## src/rtl/shift_seq_ctrl.sv

```systemverilog
`default_nettype none
// ============================================================================
//  Module      : shift_seq_ctrl
//  Description : Iterative sequencer for the execute-stage logarithmic
//                shifter. One power-of-two stage (1, 2, 4, 8, ...) is applied
//                per clock, which keeps the shift off the single-cycle
//                critical path. Supports ROL, SLL, ROR and SRL. Uses a
//                valid/ready handshake on both sides, a flush (kill) input,
//                and optional early exit once the remaining count bits are
//                all zero.
//                WIDTH is expected to equal 2**CNT_W.
//  Revision    : 1.0 - initial release
// ============================================================================
module shift_seq_ctrl #(
    parameter int WIDTH      = 16,
    parameter int CNT_W      = 4,
    parameter int EARLY_EXIT = 1
) (
    input  logic             clk,
    input  logic             rst,
    input  logic             kill,
    input  logic             in_valid,
    output logic             in_ready,
    input  logic [WIDTH-1:0] In,
    input  logic [CNT_W-1:0] Cnt,
    input  logic [1:0]       Op,
    output logic             out_valid,
    input  logic             out_ready,
    output logic [WIDTH-1:0] Out,
    output logic             busy
);

    // Width of the stage index (0 .. CNT_W-1)
    localparam int K_W = (CNT_W > 1) ? $clog2(CNT_W) : 1;

    localparam logic [1:0] c_OP_ROL = 2'b00;
    localparam logic [1:0] c_OP_SLL = 2'b01;
    localparam logic [1:0] c_OP_ROR = 2'b10;
    localparam logic [1:0] c_OP_SRL = 2'b11;

    localparam logic [CNT_W:0] c_AMT_ONE  = (CNT_W+1)'(1);
    localparam logic [CNT_W:0] c_AMT_FULL = (CNT_W+1)'(WIDTH);
    localparam logic [K_W-1:0] c_K_LAST   = K_W'(CNT_W - 1);
    localparam logic [K_W:0]   c_K_ONE    = (K_W+1)'(1);

    typedef enum logic [1:0] {
        S_IDLE  = 2'd0,
        S_SHIFT = 2'd1,
        S_DONE  = 2'd2
    } state_t;

    state_t           r_state;
    logic [WIDTH-1:0] r_data;      // working operand, one stage applied per cycle
    logic [CNT_W-1:0] r_cnt;       // captured shift amount
    logic [1:0]       r_op;        // captured operation
    logic [K_W-1:0]   r_k;         // current stage index
    logic [WIDTH-1:0] r_out;       // result register, only updated on completion
    logic             r_outValid;

    logic [CNT_W:0]   w_amt;       // 2**k
    logic [CNT_W:0]   w_amtInv;    // WIDTH - 2**k, the wrap-around part of a rotate
    logic [WIDTH-1:0] w_shifted;
    logic [WIDTH-1:0] w_stageOut;
    logic [K_W:0]     w_kNext;
    logic             w_upperZero;
    logic             w_lastStage;

    assign w_amt    = c_AMT_ONE << r_k;
    assign w_amtInv = c_AMT_FULL - w_amt;

    // Single shifter stage of size 2**k selected by the captured operation
    always_comb begin
        w_shifted = r_data;
        case (r_op)
            c_OP_ROL: w_shifted = (r_data << w_amt) | (r_data >> w_amtInv);
            c_OP_SLL: w_shifted = r_data << w_amt;
            c_OP_ROR: w_shifted = (r_data >> w_amt) | (r_data << w_amtInv);
            c_OP_SRL: w_shifted = r_data >> w_amt;
            default:  w_shifted = r_data;
        endcase
    end

    assign w_stageOut  = r_cnt[r_k] ? w_shifted : r_data;

    // Early exit: no count bits above the current stage remain set
    assign w_kNext     = {1'b0, r_k} + c_K_ONE;
    assign w_upperZero = ((r_cnt >> w_kNext) == '0);
    assign w_lastStage = (r_k == c_K_LAST) || ((EARLY_EXIT != 0) && w_upperZero);

    // Sequencer FSM: accept, iterate stages, hold result until consumed
    always_ff @(posedge clk or posedge rst) begin
        if (rst) begin
            r_state    <= S_IDLE;
            r_data     <= '0;
            r_cnt      <= '0;
            r_op       <= '0;
            r_k        <= '0;
            r_out      <= '0;
            r_outValid <= 1'b0;
        end else if (kill) begin
            // Flush wins over everything; a request offered in IDLE is dropped
            r_state    <= S_IDLE;
            r_outValid <= 1'b0;
            r_k        <= '0;
        end else begin
            case (r_state)
                S_IDLE: begin
                    if (in_valid) begin
                        r_data <= In;
                        r_cnt  <= Cnt;
                        r_op   <= Op;
                        r_k    <= '0;
                        if (Cnt == '0) begin
                            r_out      <= In;
                            r_outValid <= 1'b1;
                            r_state    <= S_DONE;
                        end else begin
                            r_state <= S_SHIFT;
                        end
                    end
                end
                S_SHIFT: begin
                    r_data <= w_stageOut;
                    if (w_lastStage) begin
                        r_out      <= w_stageOut;
                        r_outValid <= 1'b1;
                        r_state    <= S_DONE;
                    end else begin
                        r_k <= r_k + 1'b1;
                    end
                end
                S_DONE: begin
                    if (out_ready) begin
                        r_outValid <= 1'b0;
                        r_state    <= S_IDLE;
                    end
                end
                default: begin
                    r_outValid <= 1'b0;
                    r_state    <= S_IDLE;
                end
            endcase
        end
    end

    // Handshake status is a pure decode of the state register
    assign in_ready  = (r_state == S_IDLE);
    assign busy      = (r_state != S_IDLE);
    assign out_valid = r_outValid;
    assign Out       = r_out;

endmodule
`default_nettype wire

```

## config.mk

```make
export PLATFORM = sky130hd
export DESIGN_NAME = shift_seq_ctrl
export DESIGN_NICKNAME = d
export VERILOG_FILES = /design/src/rtl/shift_seq_ctrl.sv
export SDC_FILE = /design/constraint.sdc
export NUM_CORES = 1
export LEC_CHECK = 0
export CAP_MARGIN = 20
export CORE_MARGIN = 2
export CORE_UTILIZATION = 35
export DETAILED_ROUTE_END_ITERATION = 6
export PLACE_DENSITY = 0.59
export SETUP_SLACK_MARGIN = 0.15
export SYNTH_ARGS = -nofsm -noshare
export SYNTH_HDL_FRONTEND = slang
export SYNTH_SLANG_ARGS = --single-unit
```

## constraint.sdc

```tcl
create_clock -name clk -period 3.8 [get_ports clk]
set_clock_uncertainty 0.05 [all_clocks]
set_input_delay 0.95 -clock clk [delete_from_list [all_inputs] [get_ports clk]]
set_output_delay 0.95 -clock clk [all_outputs]
set_load 0.01 [all_outputs]
```

# == After elaboration in Yosys (flattened, before gate mapping) ==
# Cells that the tools add are included.
# Widths: inputs -> output; s select.
# totals
register_bits,43
latchBits,0
mem_bits_rw,0
mem_bits_ro,0
output_inout_bits,19
wordCells,74
mem_count,0
# classes
addsub,3
n_mul,0
div_mod_pow,0
n_lt_le_gt_ge,1
eq_ne,14
shifts,6
mux,26
bitwise_logic,3
reduce_logical,14
# op_table
cell,n
$mux 16,5
$pmux 16 s2,2
$pmux 16 s4,1
$or 16x16->16,2
$shl 16x5->16,2
$shr 16x5->16,2
$mux 2,8
$ne 3x3->1 const B,4
$reduce_and 3->1,4
$eq 2x2->1 const B,4
$logic_not 4->1,2
$mux 1,6
$pmux 2 s3,1
$reduce_and 5->1,1
$shl 1x2->5 const A,1
$sub 5x5->5 const A,1
$eq 2x1->1 const B,2
$logic_not 2->1,2
$ne 2x2->1 const B,2
$pmux 2 s2,1
$reduce_and 4->1,1
$reduce_bool 2->1,2
$shr 4x3->4,1
$add 2x1->3 const B,1
other kinds (9),9

# == Depth between registers and ports, before layout ==
# depth
word_depth,8
ltp_mapped,16
ltp_nobuf,10

# == Least setup slack after synthesis ==
# No wires, ideal clock.
# synth_path
kind,register to register
startpoint,register r_k[1]
endpoint,register r_out[1] (netlist: Out[1])
setup_time_ns,0.126
arrival_ns,3.057
t_required_ns,3.624
setup_slack_ns,0.568
path_stages_with_launch,17
path_buffers,6
synth_period_minus_slack_ns,3.232
cell_sequence,dfrtp_1 -> clkbuf_1 -> inv_1 -> ha_1 -> buf_6 -> buf_6 -> buf_6 -> buf_4 -> inv_1 -> ha_1 -> buf_2 -> mux4_2 -> a221oi_1 -> o21ai_1 -> and2_1 -> a221oi_1 -> o21ai_1
# synth_via
elab_chain_len,8
word_cells_on_any_way,21
cone_classes,2 x add/sub; 2 x eq/ne; 6 x shift; 6 x mux; 2 x bitwise; 3 x reduce/logical
# synth_lines
item,line,source
"start, declared",56,logic [K_W-1:0] r_k;
"start signal, assigned",129,r_k <= r_k + 1'b1;
$shl 1x2->5,68,assign w_amt = c_AMT_ONE << r_k;
$sub 5x5->5,69,assign w_amtInv = c_AMT_FULL - w_amt;
$shl 16x5->16 / $shr 16x5->16 (equally long branches),"77, 75",
"$or 16x16->16, on equally long branches","77, 75",
$pmux 16 s4,74,case (r_op)
$mux 16,83,assign w_stageOut = r_cnt[r_k] ? w_shifted : r_data;
$mux 16,124,if (w_lastStage) begin
$pmux 16 s2,106,case (r_state)
"end signal, assigned",114,r_out <= In;
"end signal, assigned",125,r_out <= w_stageOut;
"end, declared",57,logic [WIDTH-1:0] r_out;
# Several ways; a longest one is shown, not always the timed one. The select of a mux whose other input is x is not followed.
# A chain may end at the register's enable or synchronous reset.

# == Worst setup path after layout ==
# layout_path
startpoint,register r_k[1]
endpoint,register r_data[2]
# layout_via
elab_chain_len,7
word_cells_on_any_way,13
cone_classes,1 x add/sub; 5 x shift; 5 x mux; 2 x bitwise
# layout_lines
item,line,source
$shl 1x2->5,68,
$sub 5x5->5,69,
$shl 16x5->16 / $shr 16x5->16 (equally long branches),"77, 75",
"$or 16x16->16, on equally long branches","77, 75",
$pmux 16 s4,74,
$mux 16 *,83,
$pmux 16 s2 *,106,
"end signal, assigned",109,r_data <= In;
"end signal, assigned",123,r_data <= w_stageOut;
"end, declared",53,logic [WIDTH-1:0] r_data;
# Every way passes the cells marked *; elsewhere a longest branch is shown, timed or not. The select of a mux whose other input is x is not followed.

==> results by group <==
Outcome
  • Outcome: finished clean

GRT
  • GRT overflow: 0
  • Total global-route track usage: 22.9%
  • Initial antenna violation count: 0
  • Global-route wire length before repair: 23600 µm
  • Maximum number of pins on one net before global-route repair: 52
  • Vias in the first global route: 4194

Clock tree
  • Clock slew at reported path FFs: 0.07 ns
  • CTS tree: built
  • CTS Buf Count: 5
  • Post-CTS Setup Bufs: 0
  • H-Tree Depth: 2
  • Max Buffers Root-to-Sink: 2
  • Clk sinks: 43
  • CTS root buffer: clkbuf_16
  • Post-CTS Hold Fix Bufs: 0
  • Resize count post-CTS: 0
  • Worst-Skew Late Latency: 0.29 ns

Yosys
  • Area leader, netlist: dfrtp_1
  • Top_reg_cell synth: dfrtp_1
  • Synthesized net count: 522
  • Mapped cell area: 0.00438 mm²
  • Yosys reg bits: 43
  • Area contributors post-synth: dfrtp_1 25%, mux4_2 9.8%, mux2_2 8.5%, mux2i_1 6.6%, nand2_1 3.3%
  • Syn Area/Cell: 8.96 µm²
  • Number of synthesized flops with an enable pin: 0
  • Ys Warns: 0
  • Synth Instances: 489
  • Netlist cell types: 67
  • FFs w/ async S/R, synth: 100%
  • Synth top area share: 24.6%
  • Seq/Total Area, Yosys: 24.6%

Timing
  • Final hold violations: 0
  • Setup TNS: 0 ns
  • Post-layout minimum cycle time: 3.29 ns
  • Hold_ws: 0.449 ns
  • Setup violators final: 0
  • Max Clock Freq: 0.304 GHz
  • Post-route clock period utilization: 86.7%
  • RSZ-0062 raised after global routing: false
  • Rel. slew slack: 40.0%
  • Worst-Margin Slew: 0.899 ns
  • Slew Viols, Final: 0

Critical path
  • Reg2reg setup slack: 0.51 ns
  • CP max FO: 12
  • Crit Path Class: flop to flop
  • CP endpoint kind: flop
  • Reg2Reg Launch Point: r_k[1]
  • WP data required: 3.90 ns
  • Critical path startpoint category: flop
  • FF-to-FF End: r_data[2]
  • Worst-case reg-to-reg path depth: 10
  • WP data arrival: 3.40 ns

Power
  • Total chip power: 4.47 mW
  • Worst IR drop on VDD: 0.418 mV
  • Leakage: 1.99 nW
  • Power density cells: 883 mW/mm²

Cells and area
  • Ratio of cells with drive above 1 in the final layout: 17.3%
  • Ant. Diodes: 0
  • Fin nets: 534
  • Area of the multi-input gates: 0.00297 mm²
  • Fillers: 1231
  • Register Area: 0.00108 mm²
  • Fin area: 0.00506 mm²
  • Area grow syn2layout: 15.5%

Floorplan
  • Initial Util: 36.2%
  • Row count: 40
  • Die area: 0.0134 mm²
  • Die Wd: 116 µm
  • # IOs: 46
  • Core ar.: 0.0121 mm²
  • Die Y: 116 µm

Detailed routing
  • Vias post-DR: 4273
  • Drt drc: 0
  • Detailed Routing Iterations Pass 1: 7
  • Routed Wire Length: 15000 µm
  • Post-DRT Antenna Nets: 0
  • DR WL/cell: 22.4 µm
  • Via/cell ratio: 6.38
  • DRT iter0 DRCs: 496

Worst hold path
  • Worst Hold Endpoint: Out[15]
  • Hold path start: Out[15]
  • Hold WC Path Type: flop to flop
  • Hold Crit Depth: 2

Place
  • Placed Area: 0.00488 mm²
  • DP Wirelength: 10600 µm
  • Placer congestion estimate: 0.976
  • Port Buffers: 45

Run
  • Max-cap viol count: 0
[cells in the final DEF (no fill, tap or decap), types with 4 or more instances in the layout]
cell,n
o22ai_1,6
nor4_1,6
clkbuf_16,5
o2111ai_1,7
o31ai_1,4
nor3_1,10
nand2_1,38
mux4_1,4
a31oi_1,4
o21ai_1,4
nor2b_1,9
clkdlybuf4s50_1,45
nand2b_1,5
a2111oi_0,4
a221oi_1,5
ha_1,5
nand3_1,17
inv_1,8
mux4_2,19
buf_4,15
a21oi_1,27
o211ai_1,7
or3_1,5
dfrtp_1,43
o21ai_0,27
mux2i_1,29
mux2_2,33
a211oi_1,11
and2_1,4
nor2_1,38
[how the worst max path moves through the flow]
stage,startpoint,end,slack [ns],depth (start not counted)
global placement,kill,Out[4],0.54,4
detailed placement,kill,Out[5],0.55,4
global route,r_k[0],r_data[11],0.35,9
finish,r_k[1],r_data[2],0.51,10
CTS,r_k[0],r_data[11],0.53,9
floorplan,r_k[1],Out[1],0.57,16
[kinds of logic after synthesis]
logic type	Yosys count	synth area share, %
compound gates	136	21.2
buf+inv	67	7.65
fa+ha+maj	6	1.71
simple gates	150	17.2
xor+xnor	2	0.400
mux	85	27.3
flops	43	24.6
[synth_stat cells, types with 5 or more instances]
master	count
a211oi_1	11
a21oi_1	27
a221oi_1	5
buf_2	12
buf_6	5
clkbuf_1	33
dfrtp_1	43
ha_1	6
inv_1	9
mux2_2	33
mux2i_1	29
mux4_2	19
nand2_1	38
nand2b_1	5
nand3_1	17
nor2_1	38
nor2b_1	9
nor3_1	10
nor4_1	6
o2111ai_1	7
o211ai_1	7
o21ai_0	27
o22ai_1	6
or3_1	5
[layout make-up]
cell class	count	share of cell area, %
Multi-Input combinational cell	379	58.7
Sequential cell	43	21.3
Timing Repair Buffer	61	11.5
Tap cell	168	4.15
Clock buffer	6	2.74
Inverter	11	0.816
Clock inverter	2	0.766
[sequential cells by signal, summed over array words and instances (netlist names)]
| register | cells |
|---|---|
| Out | 16 |
| r_data | 16 |
| r_cnt | 4 |
| r_k | 2 |
| r_op | 2 |
| r_state | 2 |
| out_valid | 1 |
[metrics by stage]
step	instances	utilization (%)	worst slack (ns)
after floorplan	489	-	0.568
after global placement	662	40.3	0.538
after detailed placement	662	40.3	0.546
after CTS	670	41.8	0.533
after global routing	670	41.8	0.346
final	670	41.8	0.507
[worst max-delay path, cell delays in order (launching register included)]
cell and delay, ns:
dfrtp_1 0.48, inv_1 0.16, ha_2 0.21, inv_2 0.13
ha_1 0.64, mux4_2 0.38, a22o_1 0.19, a221oi_1 0.26
nor4_1 0.11, a211oi_1 0.40, o31ai_1 0.13
[routing by layer]
metal,global-route usage [%],wire (µm)
met1,32.3,6460
met2,35.3,6740
met3,3.50,1380
met4,8.97,465
met5,0,0
[report_power, final]
part / internal [mW] / leakage (nW) / switching, mW / total (mW)
sequential: 0.671 / 0.516 / 0.484 / 1.16
clock: 0.331 / 0.0875 / 0.189 / 0.520
combinational: 1.30 / 1.38 / 1.49 / 2.79
Power figures use the tool's default switching activity.
